$ cat src/rtl/tx_frame_scheduler.sv
// tx_frame_scheduler
// Shares one UART transmit path among NREQ requesters using round-robin
// arbitration. The byte and frame configuration of the granted requester are
// captured and presented to the transmitter. The block then issues a one-cycle
// start pulse and waits for the frame-complete pulse. After each frame it holds
// off the next grant for GAP_CYCLES idle cycles.
//
// Ports
//   Clock, Reset          : rising-edge clock, asynchronous active-high reset
//   ReqValid/ReqData/...  : per-requester request, byte and frame configuration
//   ReqAck, ReqDone       : one-hot pulses for frame captured / frame finished
//   TxData/TxParityType/TxStopBits/TxDataLength : captured frame to the transmitter
//   TxSend                : one-cycle start pulse to the transmitter
//   TxActive, TxDone      : transmitter busy level and frame-complete pulse
//   Busy                  : scheduler not idle
//   GrantId               : index of the most recently granted requester
//
// state     | meaning
// ----------+--------------------------------------------------------------
// IDLE      | waiting for a request while the transmitter is free
// LOAD      | frame captured, acknowledge the granted requester
// SEND      | start pulse to the transmitter
// WAIT_DONE | transmitter running, waiting for its done pulse
// GAP       | idle gap enforced between frames

module tx_frame_scheduler #(
   parameter int NREQ       = 4,
   parameter int GAP_CYCLES = 16,
   parameter int IW         = $clog2(NREQ)
) (
   input  logic              Clock,
   input  logic              Reset,
   input  logic [NREQ-1:0]   ReqValid,
   input  logic [8*NREQ-1:0] ReqData,
   input  logic [2*NREQ-1:0] ReqParityType,
   input  logic [NREQ-1:0]   ReqStopBits,
   input  logic [NREQ-1:0]   ReqDataLength,
   output logic [NREQ-1:0]   ReqAck,
   output logic [NREQ-1:0]   ReqDone,
   output logic [7:0]        TxData,
   output logic [1:0]        TxParityType,
   output logic              TxStopBits,
   output logic              TxDataLength,
   output logic              TxSend,
   input  logic              TxActive,
   input  logic              TxDone,
   output logic              Busy,
   output logic [IW-1:0]     GrantId
);

   typedef enum logic [2:0] {
      IDLE      = 3'd0,
      LOAD      = 3'd1,
      SEND      = 3'd2,
      WAIT_DONE = 3'd3,
      GAP       = 3'd4
   } state_t;

   localparam logic [15:0] GAP_LOAD = 16'((GAP_CYCLES > 0) ? GAP_CYCLES - 1 : 0);

   state_t          state, nextState;
   logic [15:0]     gapCnt;
   logic            grantHit;
   logic [IW-1:0]   grantIdx;
   logic [NREQ-1:0] grantOneHot;
   logic [7:0]      selData;
   logic [1:0]      selParity;
   logic            selStop;
   logic            selLength;
   logic            capture;
   logic            frameDone;

   // Round-robin search starts one past the last grant and wraps.
   always_comb begin
      int cand;
      cand     = 0;
      grantHit = 1'b0;
      grantIdx = GrantId;
      for (int k = 1; k <= NREQ; k++) begin
         cand = int'(GrantId) + k;
         if (cand >= NREQ) cand = cand - NREQ;
         if (!grantHit && ReqValid[IW'(cand)]) begin
            grantHit = 1'b1;
            grantIdx = IW'(cand);
         end
      end
   end

   always_comb begin
      selData   = '0;
      selParity = '0;
      selStop   = 1'b0;
      selLength = 1'b0;
      for (int i = 0; i < NREQ; i++) begin
         if (grantIdx == IW'(i)) begin
            selData   = ReqData[8*i +: 8];
            selParity = ReqParityType[2*i +: 2];
            selStop   = ReqStopBits[i];
            selLength = ReqDataLength[i];
         end
      end
   end

   always_comb begin
      grantOneHot = '0;
      for (int i = 0; i < NREQ; i++) begin
         grantOneHot[i] = (GrantId == IW'(i));
      end
   end

   always_ff @(posedge Clock or posedge Reset) begin
      if (Reset) state <= IDLE;
      else       state <= nextState;
   end

   always_comb begin
      nextState = state;
      capture   = 1'b0;
      frameDone = 1'b0;
      ReqAck    = '0;
      TxSend    = 1'b0;
      Busy      = (state != IDLE);
      case (state)
         IDLE: begin
            if (!TxActive && grantHit) begin
               capture   = 1'b1;
               nextState = LOAD;
            end
         end
         LOAD: begin
            ReqAck    = grantOneHot;
            nextState = SEND;
         end
         SEND: begin
            TxSend    = 1'b1;
            nextState = WAIT_DONE;
         end
         WAIT_DONE: begin
            if (TxDone) begin
               frameDone = 1'b1;
               nextState = (GAP_CYCLES > 0) ? GAP : IDLE;
            end
         end
         GAP: begin
            if (gapCnt == 16'd0) nextState = IDLE;
         end
         default: nextState = IDLE;
      endcase
   end

   always_ff @(posedge Clock or posedge Reset) begin
      if (Reset) begin
         gapCnt       <= '0;
         GrantId      <= IW'(NREQ - 1);
         TxData       <= '0;
         TxParityType <= '0;
         TxStopBits   <= 1'b0;
         TxDataLength <= 1'b0;
         ReqDone      <= '0;
      end else begin
         ReqDone <= frameDone ? grantOneHot : '0;
         if (frameDone) begin
            gapCnt <= GAP_LOAD;
         end else if (state == GAP && gapCnt != 16'd0) begin
            gapCnt <= gapCnt - 16'd1;
         end
         if (capture) begin
            GrantId      <= grantIdx;
            // 7-bit frames never carry bit 7 to the frame generator.
            TxData       <= {selData[7] & selLength, selData[6:0]};
            TxParityType <= selParity;
            TxStopBits   <= selStop;
            TxDataLength <= selLength;
         end
      end
   end

endmodule

$ cat config.mk
export PLATFORM = sky130hd
export DESIGN_NAME = tx_frame_scheduler
export DESIGN_NICKNAME = d
export VERILOG_FILES = /design/src/rtl/tx_frame_scheduler.sv
export SDC_FILE = /design/constraint.sdc
export NUM_CORES = 1
export LEC_CHECK = 0
export ABC_AREA = 1
export CORE_MARGIN = 2
export CORE_UTILIZATION = 46
export CTS_CLUSTER_DIAMETER = 100
export CTS_CLUSTER_SIZE = 28
export DETAILED_ROUTE_END_ITERATION = 10
export PLACE_DENSITY = 0.81
export SLEW_MARGIN = 20
export SYNTH_ARGS = -nofsm -noshare
export SYNTH_HDL_FRONTEND = slang
export SYNTH_SLANG_ARGS = --single-unit
$ cat constraint.sdc
create_clock -name Clock -period 3 [get_ports Clock]
set_input_delay 0.6 -clock Clock [delete_from_list [all_inputs] [get_ports Clock]]
set_output_delay 0.6 -clock Clock [all_outputs]
set_load 0.01 [all_outputs]
Word level (Yosys, flattened, before mapping)
Cells that the tools add are included.
{"block": "word_totals", "output_inout_bits": 24, "in_bits": 56, "elab_cells": 109, "ff_bits": 37}
{"block": "classes", "n_eq_ne": 13, "n_lt_le_gt_ge": 8, "n_bitwise": 1, "n_reduce_logical": 17, "muxes": 53, "add_sub_neg": 9}
{"cell": "2-to-1 mux 16 bit", "count": 2}
{"cell": "2-to-1 mux 8 bit", "count": 4}
{"cell": "2-to-1 mux 1 bit", "count": 25}
{"cell": "2-to-1 mux 2 bit", "count": 12}
{"cell": "logical NOT 16 bit", "count": 1}
{"cell": "< comparator 2 x 4 -> 1 bit (second input constant)", "count": 4}
{"cell": "nonzero test 16 bit", "count": 1}
{"cell": "subtractor 16 x 1 -> 16 bit (second input constant)", "count": 1}
{"cell": "case mux 3 bit (5 select lines)", "count": 1}
{"cell": ">= comparator 3 bit (second input constant)", "count": 3}
{"cell": "2-to-1 mux 3 bit", "count": 3}
{"cell": "binary-select mux 1 bit (select 2 bit)", "count": 4}
{"cell": "equality test 2 bit (second input constant)", "count": 4}
{"cell": "2-to-1 mux 4 bit", "count": 2}
{"cell": "subtractor 2 x 1 -> 2 bit (second input constant)", "count": 4}
{"cell": "adder 2 x 2 -> 3 bit (second input constant)", "count": 2}
{"cell": "equality test 3 x 2 -> 1 bit (second input constant)", "count": 2}
{"cell": "inequality test 2 bit (second input constant)", "count": 3}
{"cell": "logical AND 1 bit", "count": 5}
{"cell": "adder 2 x 3 -> 4 bit (second input constant)", "count": 1}
{"cell": "equality test 2 x 1 -> 1 bit (second input constant)", "count": 2}
{"cell": ">= comparator 4 x 3 -> 1 bit (second input constant)", "count": 1}
{"cell": "logical NOT 1 bit", "count": 4}
{"cell": "logical NOT 2 bit", "count": 2}
{"cell": "8 further kinds", "count": 8}

Longest topological paths before layout
Gate-level depths: netlist of run 1.
{"block": "logic_depth", "depth_word": 22, "ltp_mapped": 17, "depth_no_buf": 16}

Worst setup path before layout of run 1
OpenSTA, ideal clock, no wires.
{"block": "synth_path", "path_type": "register -> register", "from": "register GrantId[0]", "to": "register TxParityType[1]", "period_less_slack_ns": 2.213, "stages_incl_launch_ff": 17, "setup_ns": 0.117, "t_arrival_ns": 2.096, "required_ns": 2.883, "path_buffers": 1, "path_slack_ns": 0.787, "cell_sequence": "dfstp_2 inv_2 ha_1 inv_1 nand3_2 nand2_2 inv_2 nand2_1 nor2_1 inv_2 nand2_4 nor2_2 buf_4 nand2_1 nand4_1 nand2_1 nand2_1"}
{"block": "synth_between", "elab_chain_len": 21, "elab_cells_between_ends": 53, "classes_between": "add/sub: 8; order compare: 4; eq/ne: 3; mux: 30; reduce/logical: 8"}
{"element": "start: declaration", "line_no": "48", "text": "output logic [IW-1:0] GrantId"}
{"element": "start signal: assignment", "line_no": "154", "text": "GrantId <= IW'(NREQ - 1);"}
{"element": "start signal: assignment", "line_no": "168", "text": "GrantId <= grantIdx;"}
{"element": "adder 2 x 1 -> 3 bit", "line_no": "80", "text": "cand = int'(GrantId) + k;"}
{"element": ">= comparator 3 bit or subtractor 2 x 1 -> 2 bit (tied branches)", "line_no": "81", "text": "if (cand >= NREQ) cand = cand - NREQ;"}
{"element": "2-to-1 mux 2 bit", "line_no": "81"}
{"element": "binary-select mux 1 bit (select 2 bit)", "line_no": "82", "text": "if (!grantHit && ReqValid[IW'(cand)]) begin"}
{"element": "2-to-1 mux 1 bit (implied by the code) (2 in series)", "line_no": "82"}
{"element": "2-to-1 mux 1 bit", "line_no": "82"}
{"element": "logical NOT 1 bit", "line_no": "82"}
{"element": "logical AND 1 bit", "line_no": "82"}
{"element": "2-to-1 mux 1 bit", "line_no": "82"}
{"element": "logical NOT 1 bit", "line_no": "82"}
{"element": "logical AND 1 bit", "line_no": "82"}
{"element": "2-to-1 mux 1 bit", "line_no": "82"}
{"element": "logical NOT 1 bit", "line_no": "82"}
{"element": "logical AND 1 bit", "line_no": "82"}
{"element": "2-to-1 mux 2 bit", "line_no": "82"}
{"element": "logical NOT 2 bit", "line_no": "95", "text": "if (grantIdx == IW'(i)) begin"}
{"element": "2-to-1 mux 2 bit (4 in series)", "line_no": "95"}
{"element": "end signal: assignment", "line_no": "171", "text": "TxParityType <= selParity;"}
{"element": "end: declaration", "line_no": "41", "text": "output logic [1:0] TxParityType,"}
Parallel ways exist; a longest one is shown, timed or not. The select of a mux whose other input is x is not followed.
A chain may end at the register's enable or synchronous reset.

Final worst setup path of run 1
{"block": "layout_path", "from": "register GrantId[0]", "to": "register TxData[7]"}
{"block": "layout_between", "elab_chain_len": 22, "elab_cells_between_ends": 58, "classes_between": "add/sub: 8; order compare: 4; eq/ne: 3; mux: 34; bitwise: 1; reduce/logical: 8"}
{"element": "adder 2 x 1 -> 3 bit", "line_no": "80"}
{"element": ">= comparator 3 bit or subtractor 2 x 1 -> 2 bit (tied branches)", "line_no": "81"}
{"element": "2-to-1 mux 2 bit", "line_no": "81"}
{"element": "binary-select mux 1 bit (select 2 bit)", "line_no": "82"}
{"element": "2-to-1 mux 1 bit (implied by the code) (2 in series)", "line_no": "82"}
{"element": "2-to-1 mux 1 bit", "line_no": "82"}
{"element": "logical NOT 1 bit", "line_no": "82"}
{"element": "logical AND 1 bit", "line_no": "82"}
{"element": "(+2 left out)"}
{"element": "logical AND 1 bit", "line_no": "82"}
{"element": "2-to-1 mux 1 bit", "line_no": "82"}
{"element": "logical NOT 1 bit", "line_no": "82"}
{"element": "logical AND 1 bit", "line_no": "82"}
{"element": "2-to-1 mux 2 bit", "line_no": "82"}
{"element": "logical NOT 2 bit", "line_no": "95"}
{"element": "2-to-1 mux 8 bit or 2-to-1 mux 1 bit (tied branches) (4 in series)", "line_no": "95"}
{"element": "bitwise AND 1 bit", "line_no": "170", "text": "TxData <= {selData[7] & selLength, selData[6:0]};"}
{"element": "end signal: assignment", "line_no": "170"}
{"element": "end: declaration", "line_no": "40", "text": "output logic [7:0] TxData,"}
Parallel ways exist; a longest one is shown, timed or not. The select of a mux whose other input is x is not followed.

==> metrics.cfg, run 1 <==
[detailed_routing]
wl_um=5830
viasPerCell=4.96
first_iter_violations=80
firstDrtPassIters=4
drtAntennaViolNets=0
drcViolationCount=0
vias=2457
wl_per_cell_um=11.8

[timing]
slew_viol_final=0
fin_tns_setup_ns=0
rsz0062_at_grt=no
worst-slew-pin-transition_ns=0.600
min_period_over_period=0.884
max_slew_margin=0.600
hold_ws_ns=0.495
period_needed_ns=2.65
finalClockSkew_ns=0.00309
setup_viol=0
fmax_ghz=0.377
finalHoldViolations=0

[worst_setup_path]
endpoint_kind=flip-flop
ff2ff_path_depth=13
worst-endpoint-arrival_ns=2.88
critical_path_class=reg2reg
rrSetupSlack_ns=0.35
r2r_end=TxData[7]$_DFFE_PP0P_
critPathLaunchType=flip-flop
cp_data_required_time_ns=3.23
cp_max_fo=11
reg2reg_from=GrantId[0]$_DFFE_PP1P_

[floorplan]
die_h_um=75.6
die_w_um=75.6
start_util=0.470
core_area_mm2=0.00501
die-area_mm2=0.00571
rows=26
pin_count=80

[layout]
final_nets=486
final_common_cell=nand2_1
mostFrequentLayoutCells=nand2_1, clkdlybuf4s50_1, inv_1, dfrtp_1, nor2_1
layout-drive-gt1-share=0.0706
antenna_cells=0
synthToLayoutAreaGrowth_pct=41.2
finalCoreUtilization=0.664

[yosys]
syn_inst=343
yosys_warnings=0
syn_nets=405
seq_area_frac_synth=0.394
syn_area_per_cell_um2=6.87
synth_seq_cells=37
netlist-cell-type-count=30
netlist_area_mm2=0.00236

[grt]
grt_pass1_vias=2401
antenna_found_initial=0
grt_usage=0.225
grt_pass1_wl_um=9900
grt_max_degree=38
overflow=0

[min_path]
holdPathEnd=TxData[6]$_DFFE_PP0P_
min_path_cells=2
hold_class=reg2reg
holdCritStartpoint=TxData[6]$_DFFE_PP0P_

[clock_tree]
cts_resized=0
cts_buffers=5
cts_tree=done
cts_post_setup_buffers_inserted=0
cts_sinks=37
clk_path_buf_depth=2
cts-root-buf=clkbuf_8
ctsHoldBuffers=0
insertion_delay_ns=0.29
htreeDepth=2
path_clk_slew_ns=0.07

[power]
power_density_mw_per_mm2=1020
peakVddDrop_mv=0.949
p_leak_uw=0.00156

[placed_design]
dp_hpwl_um=4600
numPortBuffers=79
place.gp.congestion=0.989

[status]
status=finished clean

[flow_run]
maxCapViolCount=0

[how the worst max path moves through the flow]
stage | from | end
final | GrantId[0]$_DFFE_PP1P_ | TxData[7]$_DFFE_PP0P_
after CTS | GrantId[0]$_DFFE_PP1P_ | TxData[7]$_DFFE_PP0P_
after detailed placement | ReqValid[2] | TxData[7]$_DFFE_PP0P_
after floorplan | GrantId[0]$_DFFE_PP1P_ | TxParityType[1]$_DFFE_PP0P_
after global placement | ReqValid[2] | TxData[7]$_DFFE_PP0P_
after global routing | GrantId[0]$_DFFE_PP1P_ | TxData[7]$_DFFE_PP0P_
[worst max-delay path, stage by stage (launching register included)]
cell,delay (ns)
dfstp_2,0.64
inv_2,0.12
ha_1,0.36
inv_1,0.10
nand3_1,0.11
nand2_1,0.14
nand3_2,0.10
nand2_1,0.08
nand2_2,0.13
nor2_2,0.41
nand2_1,0.10
nand4_1,0.12
nand3_1,0.09
nand2_1,0.08
[per-layer routing]
layer  vias to the layer above  track usage  share of wire
li1                       1250            -              -
met1                      1105        0.278           0.42
met2                        90        0.379           0.49
met3                        12       0.0635          0.068
met4                         0       0.0799          0.021
met5                         -            0              0
[logic make-up (layout without fill, tap and decap cells)]
logic type               after synthesis  after routing  synth area share
AND/OR/NAND/NOR                      217            217             0.405
AO/OA/AOI/OAI                         30             30            0.0728
XOR/XNOR                               3              3            0.0112
adder cells (fa/ha/maj)                6              6            0.0319
buffers and inverters                 50            132            0.0855
flip-flops                            37             37             0.394
[flip-flops by register name, indices dropped and copies added (netlist names)]
name          cells
TxData            8
TxStopBits        1
TxDataLength      1
ReqDone           4
gapCnt           16
state             3
TxParityType      2
GrantId           2
[through the flow]
stage | cells | worst slack (ns) | cell area, um^2 | total power [uW]
after floorplan | 343 | 0.787 | 2360 | 2320
after global placement | 487 | 0.371 | 3210 | 2900
after detailed placement | 487 | 0.351 | 3210 | 2930
after CTS | 495 | 0.349 | 3330 | 3400
after global routing | 495 | 0.140 | 3330 | 3690
final | 495 | 0.349 | 3330 | 3380
[cells in the mapped netlist]
cell      instances  area (um^2)
buf_6             1         11.3
nor2_4            2         22.5
dfrtp_1          35          876
ha_1              6         75.1
nand3_2           3         30.0
nand2_1         126          473
nor4_1            3         18.8
inv_2             6         22.5
buf_4             1         7.51
nor2_1           34          128
dfstp_2           2         52.6
nor2_2            2         12.5
nand2_4           1         11.3
o31ai_1           2         15.0
o31ai_2           1         12.5
nor3_1            4         20.0
or2_2             1         6.26
buf_2             2         10.0
o21a_1            1         7.51
nand2_2           3         18.8
nand3b_1          1         7.51
inv_1            38          143
o21ai_0          13         65.1
a21oi_1          11         55.1
xor2_1            3         26.3
nand4_1          16          100
a221oi_1          1         8.76
clkbuf_1          2         7.51
nand3_1          21          105
o211ai_1          1         7.51
[final cells by class]
class,count,area (um^2)
fillers,431,1680
multi-input cells,256,1230
flip-flops and latches,37,928
repair buffers,80,798
inverters,44,165
well taps,70,87.6
clock buffers,6,82.6
clock inverters,2,37.5
[report_power, final]
part / switching, uW / internal (uW) / total [uW]
Combinational: 1330 / 806 / 2140
Sequential: 131 / 654 / 785
Clock: 183 / 270 / 453
Total: 1640 / 1730 / 3380
Power figures use the tool's default switching activity.
==> run 2: changes to the inputs <==
--- a/config.mk
+++ b/config.mk
@@ -11,7 +11,7 @@
 export CTS_CLUSTER_DIAMETER = 100
 export CTS_CLUSTER_SIZE = 28
 export DETAILED_ROUTE_END_ITERATION = 10
-export PLACE_DENSITY = 0.81
+export PLACE_DENSITY = 0.88
 export SLEW_MARGIN = 20
 export SYNTH_ARGS = -nofsm -noshare
 export SYNTH_HDL_FRONTEND = slang
==> run 2 against run 1 <==
Against the previous run:
- sequential share of layout area down 0.21 points
- largest cell class unchanged
- wire length down 0.36%
- highest routed layer unchanged
- setup slack better by 0.057 ns
==> metrics.cfg, run 2 (synthesis gave the netlist of run 1 again) <==
[floorplan]
die-area_mm2=0.00571  ; unchanged
rows=26  ; unchanged
pin_count=80  ; unchanged
start_util=0.470  ; unchanged
die_h_um=75.6  ; unchanged
die_w_um=75.6  ; unchanged
core_area_mm2=0.00501  ; unchanged

[power]
finalPower_uw=3420  ; was 3380 uW
peakVddDrop_mv=0.869  ; was 0.949 mV
power_density_mw_per_mm2=1020  ; about the same
p_leak_uw=0.00158  ; was 0.00156 uW

[min_path]
holdCritStartpoint=TxData[4]$_DFFE_PP0P_  ; was TxData[6]$_DFFE_PP0P_
holdPathEnd=TxData[4]$_DFFE_PP0P_  ; was TxData[6]$_DFFE_PP0P_
hold_class=reg2reg  ; unchanged
min_path_cells=2  ; unchanged

[detailed_routing]
wl_per_cell_um=11.7  ; was 11.8 um
wl_um=5810  ; was 5830 um
viasPerCell=5.02  ; was 4.96
vias=2489  ; was 2457
drtAntennaViolNets=0  ; unchanged
drcViolationCount=0  ; unchanged
first_iter_violations=118  ; was 80
firstDrtPassIters=5  ; was 4

[worst_setup_path]
cp_slowest_stage_delay_ns=0.64  ; about the same
critPathLaunchType=flip-flop  ; unchanged
endpoint_kind=flip-flop  ; unchanged
cp_data_required_time_ns=3.23  ; about the same
cp.depth=13  ; unchanged
reg2reg_from=GrantId[0]$_DFFE_PP1P_  ; unchanged
critical_path_class=reg2reg  ; unchanged
crit_chain=inv_2 -> ha_1 -> inv_1 -> nand3_1 -> nand2_1 -> nand3_2 -> nand2_1 -> nand2_2 -> nor2_2 -> nand2_1 -> nand4_1 -> nand2_1 -> nand2_1  ; was inv_2 -> ha_1 -> inv_1 -> nand3_1 -> nand2_1 -> nand3_2 -> nand2_1 -> nand2_2 -> nor2_2 -> nand2_1 -> nand4_1 -> nand3_1 -> nand2_1
ff2ff_path_depth=13  ; unchanged
cp_max_fo=11  ; unchanged
r2r_end=TxDataLength$_DFFE_PP0P_  ; was TxData[7]$_DFFE_PP0P_
critPathTopFamily=simple AND/OR/NAND/NOR gates  ; unchanged
worst-endpoint-arrival_ns=2.83  ; was 2.88 ns
worst_path_most_repeated_cell=nand2_1  ; unchanged
rrSetupSlack_ns=0.41  ; was 0.35 ns
crit_buf_inv=2  ; unchanged
crit_slowest_cell=dfstp_2  ; unchanged

[clock_tree]
cts_resized=0  ; unchanged
cts_post_setup_buffers_inserted=0  ; unchanged
path_clk_slew_ns=0.08  ; was 0.07 ns
cts_tree=done  ; unchanged
cts-root-buf=clkbuf_8  ; unchanged
cts_sinks=37  ; unchanged
cts_buffers=5  ; unchanged
insertion_delay_ns=0.29  ; about the same
clk_path_buf_depth=2  ; unchanged
htreeDepth=2  ; unchanged
ctsHoldBuffers=0  ; unchanged

[timing]
setup_viol=0  ; unchanged
period_needed_ns=2.59  ; was 2.65 ns
fin_tns_setup_ns=0  ; unchanged
setup_ws_ns=0.406  ; was 0.349 ns
finalClockSkew_ns=0.00888  ; was 0.00309 ns
finalHoldViolations=0  ; unchanged
min_period_over_period=0.865  ; was 0.884
slew_viol_final=0  ; unchanged
rsz0062_at_grt=no  ; unchanged
worst-slew-pin-transition_ns=0.579  ; was 0.600 ns
fmax_ghz=0.386  ; was 0.377 GHz
max_slew_margin=0.611  ; was 0.600

[layout]
multi_input_area_mm2=0.00123  ; unchanged
fillers=429  ; was 431
stdcell_area_mm2=0.00335  ; was 0.00333 mm^2
seq_area_um2=928  ; unchanged
mostFrequentLayoutCells=nand2_1, clkdlybuf4s50_1, inv_1, dfrtp_1, nor2_1  ; unchanged
synthToLayoutAreaGrowth_pct=42.2  ; was 41.2%
largest_reg_flops=16  ; unchanged
stdcell_count=496  ; was 495
layout-drive-gt1-share=0.0728  ; was 0.0706
antenna_cells=0  ; unchanged
final_common_cell=nand2_1  ; unchanged
reg_top3=gapCnt x16, TxData x8, ReqDone x4  ; unchanged
regMostFlops=gapCnt  ; unchanged
final_nets=487  ; was 486

[grt]
grt_usage=0.222  ; was 0.225
grt_max_degree=38  ; unchanged
overflow=0  ; unchanged
grt_pass1_wl_um=9830  ; was 9900 um
grt_pass1_vias=2371  ; was 2401
antenna_found_initial=0  ; unchanged

[placed_design]
place_ws_ns=0.411  ; was 0.351 ns
dp.cells=488  ; was 487
post_dp_cell_area_mm2=0.00321  ; about the same
place.gp.congestion=0.930  ; was 0.989
dp_hpwl_um=4600  ; about the same
numPortBuffers=79  ; unchanged

[flow_run]
maxCapViolCount=0  ; unchanged

[status]
status=finished clean  ; unchanged

-- run 2: cell count changes in the layout (fill, tap and decap cells not counted) --
cell        change
buf_4           +1
bufinv_16       +1
clkbuf_8        -1
clkinvlp_4      -1
inv_6           +1
-- run 2: worst max-delay path by stage --
stage,startpoint,end,slack (ns)
after floorplan,GrantId[0]$_DFFE_PP1P_,TxParityType[1]$_DFFE_PP0P_,0.79
after global placement,ReqValid[2],TxData[7]$_DFFE_PP0P_,0.52
after detailed placement,ReqValid[2],TxDataLength$_DFFE_PP0P_,0.41
after CTS,GrantId[0]$_DFFE_PP1P_,TxDataLength$_DFFE_PP0P_,0.40
after global routing,GrantId[1]$_DFFE_PP1P_,TxDataLength$_DFFE_PP0P_,0.15
final,GrantId[0]$_DFFE_PP1P_,TxDataLength$_DFFE_PP0P_,0.41
-- run 2: metrics by stage --
stage / util / hold slack (ns)
finish: 0.669 / 0.487
global route: 0.669 / 0.522
floorplan: - / 0.456
CTS: 0.669 / 0.495
global placement: 0.641 / 0.461
detailed placement: 0.641 / 0.473
-- run 2: final cells by class --
type                    instances  area share
repair buffers                 81       0.240
multi-input cells             256       0.366
inverters                      44      0.0493
flip-flops and latches         37       0.277
clock inverters                 3      0.0205
clock buffers                   5      0.0205
well taps                      70      0.0261
-- run 2: worst register-to-register path, stage by stage, from the launching register on --
cell and delay, ns:
dfstp_2 0.64, inv_2 0.12, ha_1 0.36, inv_1 0.10, nand3_1 0.10, nand2_1 0.13, nand3_2 0.10, nand2_1 0.08
nand2_2 0.13, nor2_2 0.38, nand2_1 0.11, nand4_1 0.12, nand2_1 0.08, nand2_1 0.08
-- run 2: power by group --
group / total, uW / internal, uW / switching [uW]
registers: 779 / 654 / 125
logic: 2120 / 813 / 1300
clock network: 523 / 335 / 188
-- run 2: layer usage --
layer	wire length, um	GRT usage
met2	2810	0.391
met3	369	0.0437
met4	78	0.0721
met5	0	0
met1	2550	0.273
